--- src/rtl/operand_entry_pkg.sv ---
// Shared types for the operand entry block: event kinds, controller states
// and the BCD digit type.
package operand_entry_pkg;

    typedef enum logic [1:0] {
        EV_DIGIT = 2'd0,
        EV_BSP   = 2'd1,
        EV_CLEAR = 2'd2,
        EV_RSVD  = 2'd3
    } ev_kind_t;

    typedef enum logic [1:0] {
        ST_IDLE = 2'd0,
        ST_CONV = 2'd1,
        ST_DONE = 2'd2
    } state_t;

    typedef logic [3:0] bcd_digit_t;

    function automatic logic is_bcd(input bcd_digit_t d);
        return d <= 4'd9;
    endfunction

endpackage

--- src/rtl/operand_entry_conv.sv ---
// Iterative BCD-to-binary converter: one decimal digit per clock, most
// significant first; done pulses in the cycle the result is valid.
module bcd_to_bin_seq
    import operand_entry_pkg::*;
#(
    parameter int NDIGITS = 4,
    parameter int BIN_W   = 14
) (
    input  logic                   clk,
    input  logic                   rst,
    input  logic                   start,
    input  logic [4*NDIGITS-1:0]   bcd,
    output logic [BIN_W-1:0]       bin,
    output logic                   done
);
    localparam int BCD_W = 4 * NDIGITS;

    logic [BCD_W-1:0] sh_q;
    logic [BIN_W-1:0] acc_q;
    logic [3:0]       rem_q;
    logic             busy_q;
    logic             done_q;
    bcd_digit_t       top_start;
    bcd_digit_t       top_sh;

    assign top_start = bcd[BCD_W-1 -: 4];
    assign top_sh    = sh_q[BCD_W-1 -: 4];

    // Result wraps modulo 2^BIN_W when the operand is wider than BIN_W allows.
    function automatic logic [BIN_W-1:0] mac10(input logic [BIN_W-1:0] a,
                                               input bcd_digit_t d);
        logic [BIN_W+3:0] t;
        t = {4'b0000, a} * (BIN_W+4)'(10) + (BIN_W+4)'(d);
        return t[BIN_W-1:0];
    endfunction

    // The first digit is folded in at start, so NDIGITS-1 further steps remain.
    always_ff @(posedge clk) begin
        if (rst) begin
            busy_q <= 1'b0;
            done_q <= 1'b0;
            rem_q  <= 4'd0;
        end else if (start) begin
            busy_q <= (NDIGITS > 1);
            done_q <= (NDIGITS == 1);
            rem_q  <= 4'(NDIGITS - 1);
        end else if (busy_q) begin
            rem_q  <= rem_q - 4'd1;
            busy_q <= (rem_q != 4'd1);
            done_q <= (rem_q == 4'd1);
        end else begin
            done_q <= 1'b0;
        end
    end

    always_ff @(posedge clk) begin
        if (start) begin
            acc_q <= mac10('0, top_start);
            sh_q  <= bcd << 4;
        end else if (busy_q) begin
            acc_q <= mac10(acc_q, top_sh);
            sh_q  <= sh_q << 4;
        end
    end

    assign bin  = acc_q;
    assign done = done_q;

endmodule

--- src/rtl/operand_entry.sv ---
// Keypad-style decimal operand entry: per-operand BCD digit buffers with a
// shared sequential converter that refreshes the binary value after edits.
module operand_entry
    import operand_entry_pkg::*;
#(
    parameter int NUM_OPS = 2,
    parameter int NDIGITS = 4,
    parameter int BIN_W   = 14,
    localparam int SEL_W  = (NUM_OPS > 1) ? $clog2(NUM_OPS) : 1
) (
    input  logic                          clk,
    input  logic                          rst,
    input  logic                          ev_valid,
    input  logic [1:0]                    ev_kind,
    input  logic [3:0]                    digit,
    input  logic [SEL_W-1:0]              op_sel,
    output logic                          ready,
    output logic [NUM_OPS*4*NDIGITS-1:0]  op_bcd,
    output logic [NUM_OPS*BIN_W-1:0]      op_bin,
    output logic [NUM_OPS*4-1:0]          op_count,
    output logic [NUM_OPS-1:0]            full,
    output logic                          upd_valid,
    output logic [SEL_W-1:0]              upd_op,
    output logic                          err
);
    localparam int BCD_W = 4 * NDIGITS;

    state_t             state_q, state_d;
    logic [BCD_W-1:0]   bcd_q [NUM_OPS];
    logic [BIN_W-1:0]   bin_q [NUM_OPS];
    logic [3:0]         cnt_q [NUM_OPS];
    logic [NUM_OPS-1:0] full_q;
    logic [SEL_W-1:0]   lat_op_q, upd_op_q;
    logic               upd_q, err_q;

    ev_kind_t           kind;
    logic               sel_ok, accept, bad;
    logic               is_digit, is_bsp, is_clr;
    logic               overflow, underflow, lead_zero;
    logic               do_conv, do_imm, do_err, finish;
    logic [BCD_W-1:0]   cur_bcd, new_bcd;
    logic [3:0]         cur_cnt, new_cnt;
    logic [BIN_W-1:0]   conv_bin;
    logic               conv_done;

    assign ready  = (state_q == ST_IDLE);
    assign finish = (state_q == ST_CONV) && conv_done;

    always_comb begin
        kind    = ev_kind_t'(ev_kind);
        sel_ok  = 1'b0;
        cur_bcd = '0;
        cur_cnt = '0;
        for (int k = 0; k < NUM_OPS; k++) begin
            if (op_sel == SEL_W'(k)) begin
                sel_ok  = 1'b1;
                cur_bcd = bcd_q[k];
                cur_cnt = cnt_q[k];
            end
        end
        accept    = ev_valid && (state_q == ST_IDLE);
        bad       = !sel_ok || (kind == EV_RSVD) || ((kind == EV_DIGIT) && !is_bcd(digit));
        is_digit  = accept && !bad && (kind == EV_DIGIT);
        is_bsp    = accept && !bad && (kind == EV_BSP);
        is_clr    = accept && !bad && (kind == EV_CLEAR);
        overflow  = is_digit && (cur_cnt == 4'(NDIGITS));
        underflow = is_bsp && (cur_cnt == 4'd0);
        lead_zero = is_digit && !overflow && (cur_cnt == 4'd0) && (digit == 4'd0);
        do_err    = (accept && bad) || overflow || underflow;
        do_conv   = (is_digit && !overflow && !lead_zero) || (is_bsp && !underflow);
        do_imm    = lead_zero || is_clr;
        new_bcd   = is_digit ? ((cur_bcd << 4) | BCD_W'(digit)) : (cur_bcd >> 4);
        new_cnt   = is_digit ? (cur_cnt + 4'd1) : (cur_cnt - 4'd1);
    end

    always_comb begin
        state_d = state_q;
        case (state_q)
            ST_IDLE: if (do_conv) state_d = ST_CONV;
            ST_CONV: if (conv_done) state_d = ST_DONE;
            ST_DONE: state_d = ST_IDLE;
            default: state_d = ST_IDLE;
        endcase
    end

    always_ff @(posedge clk) begin
        if (rst) begin
            state_q  <= ST_IDLE;
            upd_q    <= 1'b0;
            err_q    <= 1'b0;
            upd_op_q <= '0;
            lat_op_q <= '0;
        end else begin
            state_q <= state_d;
            upd_q   <= finish || do_imm;
            err_q   <= do_err;
            if (do_conv)
                lat_op_q <= op_sel;
            if (finish)
                upd_op_q <= lat_op_q;
            else if (do_imm)
                upd_op_q <= op_sel;
        end
    end

    // Digit buffers change at accept; the binary copy only once conversion ends.
    always_ff @(posedge clk) begin
        if (rst) begin
            for (int k = 0; k < NUM_OPS; k++) begin
                bcd_q[k] <= '0;
                bin_q[k] <= '0;
                cnt_q[k] <= '0;
            end
            full_q <= '0;
        end else begin
            for (int k = 0; k < NUM_OPS; k++) begin
                if (op_sel == SEL_W'(k)) begin
                    if (do_conv) begin
                        bcd_q[k] <= new_bcd;
                        cnt_q[k] <= new_cnt;
                        if (is_bsp)
                            full_q[k] <= 1'b0;
                    end
                    if (overflow)
                        full_q[k] <= 1'b1;
                    if (is_clr) begin
                        bcd_q[k]  <= '0;
                        bin_q[k]  <= '0;
                        cnt_q[k]  <= '0;
                        full_q[k] <= 1'b0;
                    end
                end
                if (finish && (lat_op_q == SEL_W'(k)))
                    bin_q[k] <= conv_bin;
            end
        end
    end

    bcd_to_bin_seq #(
        .NDIGITS (NDIGITS),
        .BIN_W   (BIN_W)
    ) u_conv (
        .clk   (clk),
        .rst   (rst),
        .start (do_conv),
        .bcd   (new_bcd),
        .bin   (conv_bin),
        .done  (conv_done)
    );

    always_comb begin
        op_bcd   = '0;
        op_bin   = '0;
        op_count = '0;
        for (int k = 0; k < NUM_OPS; k++) begin
            op_bcd[k*BCD_W +: BCD_W]   = bcd_q[k];
            op_bin[k*BIN_W +: BIN_W]   = bin_q[k];
            op_count[k*4 +: 4]         = cnt_q[k];
        end
    end

    assign full      = full_q;
    assign upd_valid = upd_q;
    assign upd_op    = upd_op_q;
    assign err       = err_q;

endmodule
--- config.mk ---
export PLATFORM = sky130hd
export DESIGN_NAME = operand_entry
export DESIGN_NICKNAME = d
export VERILOG_FILES = /design/src/rtl/operand_entry_pkg.sv /design/src/rtl/operand_entry_conv.sv /design/src/rtl/operand_entry.sv
export SDC_FILE = /design/constraint.sdc
export NUM_CORES = 1
export LEC_CHECK = 0
export ABC_AREA = 1
export BUFFER_PORTS_ARGS = -buffer_cell sky130_fd_sc_hd__clkbuf_2
export CAP_MARGIN = 20
export CORE_MARGIN = 2
export CORE_UTILIZATION = 57
export CTS_CLUSTER_DIAMETER = 150
export DETAILED_ROUTE_END_ITERATION = 8
export PLACE_DENSITY = 0.8
export REMOVE_ABC_BUFFERS = 1
export SLEW_MARGIN = 20
export SYNTH_ARGS = -nofsm -noshare
export SYNTH_HDL_FRONTEND = slang
export SYNTH_SLANG_ARGS = --single-unit
--- constraint.sdc ---
create_clock -name clk -period 3.34 [get_ports clk]
set_input_delay 0.501 -clock clk [delete_from_list [all_inputs] [get_ports clk]]
set_output_delay 0.501 -clock clk [all_outputs]
set_load 0.02 [all_outputs]
# Yosys cells after proc, flatten, opt, wreduce, memory -nomap -nowiden
# Memories as Yosys holds them, arrays and structs flattened.
# Cells that the tools add are included.
# totals
latch_bits	0
input_bits	10
reg_bits	40
mem_bits_ro	0
mem_count	3
wordCells	144
out_inout_bits	74
ramBits	68
# op_classes
bitwise_logic	16
n_mux	55
addsub	4
n_lt_le_gt_ge	1
eq_ne	9
div_mod_pow	0
n_shift	0
multipliers	1
reduce_logical	41
# mem_list
memory	words	word_bits	rd	rd_ports_with_merged_regs	wr	line	source
bcd_q	2	16	2	0	2	operand_entry.sv:29	logic [BCD_W-1:0] bcd_q [NUM_OPS];
bin_q	2	14	2	0	2	operand_entry.sv:30	logic [BIN_W-1:0] bin_q [NUM_OPS];
cnt_q	2	4	2	0	2	operand_entry.sv:31	logic [3:0] cnt_q [NUM_OPS];
# op_table
operator	count
$mux W16	8
$mux W14	4
$mux W4	8
$mux W1	30
$logic_and A1 B1 Y1	17
$or A16 B4 Y16	1
$add A14 B4 Y14	1
$mul A14 B3 Y13 const B	1
$or A1 B1 Y1	12
$logic_not A4 Y1	2
$mux W2	4
$sub A4 B1 Y4 const B	2
$logic_or A1 B1 Y1	6
$reduce_and A3 Y1	2
$reduce_bool A3 Y1	2
$logic_not A1 Y1	5
$add A4 B1 Y4 const B	1
$eq A2 B1 Y1 const B	2
$eq A2 B2 Y1 const B	2
$eq A4 B1 Y1 const B	1
$eq A4 B3 Y1 const B	1
$le A4 B4 Y1 const B	1
$logic_not A2 Y1	2
$ne A2 B1 Y1 const B	2
7 further kinds	10

# Logic depth before layout (Yosys ltp)
# logic_depth
ltp_word	21
ltp_mapped	17
ltp_nobuf	17

# Modules after synthesis
# From an unflattened synthesis, not the netlist that was laid out.
# unflattened
cells_unflattened	717
hier_area_um2	5820.6
# modules_own_cells
module	instances	cells_per_inst	seq_area_each_um2	area_each_um2
operand_entry	1	421	2001.9	3627.2
bcd_to_bin_seq	1	296	800.8	2193.4

# Worst setup path after synthesis
# OpenSTA, ideal clock, no wires.
# synth_path
path_type	flip-flop to flip-flop
startpoint	reg u_conv.acc_q[1] (netlist: u_conv.bin[1])
endpoint	reg u_conv.acc_q[12] (netlist: u_conv.bin[12])
required_ns	3.231
setup_ns	0.109
path_stages_with_launch	17
t_arrival_ns	2.374
setup_slack_ns	0.857
n_path_buf	0
period_less_slack_ns	2.483
cell_sequence	edfxtp_1 -> ha_1 -> ha_1 -> inv_1 -> fa_1 -> nor2_1 -> nand4_1 -> nand2_1 -> nand2_1 -> nor2_1 -> nand3_1 -> nor2_1 -> nand2_1 -> nand2_1 -> nand3_1 -> nand2_1 -> inv_1
# synth_via
elab_chain_cells	2
# synth_lines
element	line	source
start, declared	operand_entry_conv.sv:19	logic [BIN_W-1:0] acc_q;
start signal, assigned	operand_entry_conv.sv:58	acc_q <= mac10('0, top_start);
start signal, assigned	operand_entry_conv.sv:61	acc_q <= mac10(acc_q, top_sh);
$mul A14 B3 Y13	operand_entry_conv.sv:33	t = {4'b0000, a} * (BIN_W+4)'(10) + (BIN_W+4)'(d);
$add A14 B4 Y14	operand_entry_conv.sv:33	
# Every way passes these cells.
# A chain may end at the register's enable or synchronous reset.

# Worst setup path in the final report
# layout_path
startpoint	reg u_conv.acc_q[3] (netlist: u_conv.bin[3])
endpoint	reg u_conv.acc_q[12] (netlist: u_conv.bin[12])
# Same word-level chain as after synthesis.

==> impl_results.md <==
- Maximum vdd drop: around 0.3 mV
- Worst-path cell chain: ha_1 -> ha_1 -> inv_1 -> fa_1 -> nor2_1 -> nand4_1 -> nand2_1 -> nand2_1 -> nor2_1 -> nand3_1 -> nor2_1 -> nand2_1 -> nand2_1 -> nand3_1 -> nand2_1 -> inv_1
- Switching share of power: 39.6%
- Unrepaired setup endpoints after global routing: no
- Tcrit/Tclk final: between 80% and 90%
- Placed Area: 6220 um2
- Die width: 104 um
- Global-route met3 utilization: roughly 4.6%
- Pwr/cell area: 606 nW/um2
- CP max FO: 4
- Area grow syn2layout: 11.7%
- CTS Buf Count: 9
- I/O Buffers: 83
- All-Layer GR Usage: 25.0%
- Seq pwr share: 43.7%
- Synth Area in XOR/XNOR: 1.38%
- CTS clock-pin slew for the worst setup and hold paths: 100 ps
- Vias in the first global route: between 4000 and 5000
- Routed wire length: 13100 um
- Initial Util: 58.6%
- Cell internal pwr: 0.00234 W
- Slowest CP cell: edfxtp_1
- TritonRoute pass-1 iters: 5
- CTS tree: built
- Most frequent CP cell: nand2_1
- DRT iter0 DRCs: 228
- Final instance area: roughly 6400 um2
- # setup viols final: 0
- Largest family of logic cells by synthesized area: simple AND/OR/NAND/NOR gates
- Ant. Diodes: 0
- Arrival time worst endpoint: 3240 ps
- Clk root buf: clkbuf_8
- Synth top area cells: edfxtp_1 (34%), dfxtp_1 (15%), nand2_1 (9.4%)
- Final worst path period need: 2960 ps
- Final #Nets: between 700 and 800
- GRT overflow: 0
- Synth Area in Simple Gates: 21.4%
- GR peak layer: met2
- Post-route ant nets: 0
- Logic pwr share: 37.3%
- Routed vias: 4832
- First-pass GRT wire length: 22000 um
- Post-CTS sizing: 0
- Share of the synthesized area in the top cell type: between 30% and 40%
- Htree depth: 3
- Outcome: completed
- NetSw: between 0.0015 and 0.002 W
- HP Class: in -> reg
- Setup TNS: 0 ps
- CTS Hold Buffers Added: 0
- Max-slew violations: 0
- GP Congestion: 0.911
- Fmax: about 0.34 GHz
- Final Hold Fails: 0
- Post-synthesis cell type count: 41
- Hpwl dp: 9750 um
- Clock buffer depth: 2
- Post-CTS Setup Bufs: 0
- Layout Skew: between 8 and 9 ps
- Vias per cell: 5.40
- Adder-Cell Fraction of Synth Area: under 10%
- DRC: 0
- Warnings, synthesis: 0
- CP startpoint kind: flip-flop
- # fillers: 802
- Clk_lat worst skew: approximately 370 ps
- Clk pwr share: a little under a fifth
- #FFs+latches synth: 108
- Pleak: 3.06 nW
- Core Region: ~9800 um2
- IO Pins: between 80 and 90
- Crit. End Element: flip-flop
- Worst slew margin: 57.0%
- Routed WL per cell: 14.7 um
- Worst-Margin Slew: 643 ps
- Antenna violations before repair: 0
- Die height: 104 um
- Maxcap violations: 0
- Core Rows: 36
- Critical path type: reg -> reg
- Met1 Usage GRT: about a third
- Compound-gate portion of the synthesized area: around 11%
- Sequential-to-total area share from yosys stat: 48.9%
- Layout cells sized above 1: around a fifth
- Met2 usage in global routing: 43.3%
- Die area: approximately 11000 um2
- Post-synthesis mux area share: 0.874%
- Syn avg cell area: 8.45 um2
- Critical Path RT: about 3600 ps
- Largest net degree at the start of global routing: 41
- Sink Count: about 110
- Syn Inst Count: 678
- Post-synth top area cell: edfxtp_1
- Synth Cell Area: 5730 um2
- Slowest cell delay on critical path: 490 ps
==> layout make-up <==
cell class / count / area, um2 / area share [%]
repair buffers: 88 / 453 / 7.08
multi-input cells: 440 / 2390 / 37.4
flip-flops and latches: 108 / 2800 / 43.8
clock inverters: 7 / 51.3 / 0.802
clock buffers: 9 / 124 / 1.94
inverters: 109 / 409 / 6.40
well taps: 133 / 166 / 2.60
==> worst max-delay path, delay by kind of cell (launching register included) <==
kind / cells / cell delay, ps
and+or+nand+nor: 11 / 1250
adders and majority gates: 3 / 1010
DFF: 1 / 490
buffers and inverters: 2 / 110
==> worst paths after layout <==
check,startpoint,to,slack [ps],cells after the start
setup / recovery,u_conv.bin[3],u_conv.bin[12],380,16
hold / removal,rst,upd_op,390,2
setup reg to reg,u_conv.bin[3],u_conv.bin[12],380,16
hold reg to reg,upd_op,upd_op,470,2
==> power by group through the flow <==
stage	logic (W)	registers, W	clock network, W
after floorplan	0.00101	0.00176	0
after global placement	0.00138	0.00172	0
after detailed placement	0.00144	0.00172	0
after CTS	0.00145	0.00169	0.000732
after global routing	0.00167	0.00171	0.000788
final	0.00145	0.00170	0.000734
==> through the flow <==
stage	std cells	utilization, %	total power [W]	setup WS (ps)	hold WS, ps
final	894	65.5	0.00388	381	389
after CTS	894	65.5	0.00387	387	382
after global routing	894	65.5	0.00417	95.8	373
after floorplan	657	-	0.00277	825	469
after detailed placement	878	63.7	0.00316	393	462
after global placement	878	63.7	0.00310	525	456
==> flip-flops by register name, summed over array words and instances, names as in the netlist <==
name and count:
bcd_q 32, bin_q 28, u_conv.done 1, upd_valid 1, upd_op 1, state_q 2, u_conv.busy_q 1, err 1
full 2, u_conv.bin 14, u_conv.rem_q 4, u_conv.sh_q 12, cnt_q 8, lat_op_q 1
==> metal layers <==
| layer | share of wire, % | vias to the layer above |
|---|---|---|
| met3 | 6.9 | 33 |
| met5 | 0 | - |
| met1 | 41 | 2235 |
| met4 | 2.6 | 0 |
| li1 | - | 2353 |
| met2 | 49 | 211 |
==> cell usage after synthesis, drive strengths merged <==
cell type,count
a21o,2
a21oi,30
a22oi,1
a31o,1
a31oi,2
buf,14
clkbuf,7
clkinv,1
dfxtp,44
edfxtp,64
fa,3
ha,26
inv,108
mux2i,5
nand2,149
nand3,30
nand3b,3
nand4,5
nor2,83
nor3,4
nor4,1
o211ai,5
o21a,8
o21ai,59
o22ai,3
o31ai,2
or2,9
xnor2,2
xor2,7
==> cell families (layout without fill, tap and decap cells) <==
kind of cell	Yosys count	after routing
muxes	5	5
xor gates and xnor gates	9	9
adders and majority gates	29	29
buffers and inverters	130	213
and+or+nand+nor	284	284
AOI/OAI and AO/OA	113	113
DFF	108	108
==> placed cells by master, fill, tap and decap left out, types with 4 or more instances in the layout <==
master      n
nand2_1   143
or2_2       9
inv_2       4
o21ai_0    45
clkbuf_2   83
o211ai_1    4
nor2_2     12
nor3_1      4
o21ai_2     4
nor2_1     69
a21oi_1    30
nand3_1    30
buf_4       5
o21ai_1    10
nand2_2     4
nand4_1     5
xor2_1      7
clkbuf_8    9
inv_1     104
dfxtp_1    44
ha_1       26
edfxtp_1   64
o21a_1      8
mux2i_1     5
No activity file was read; power rests on OpenSTA's default activity.
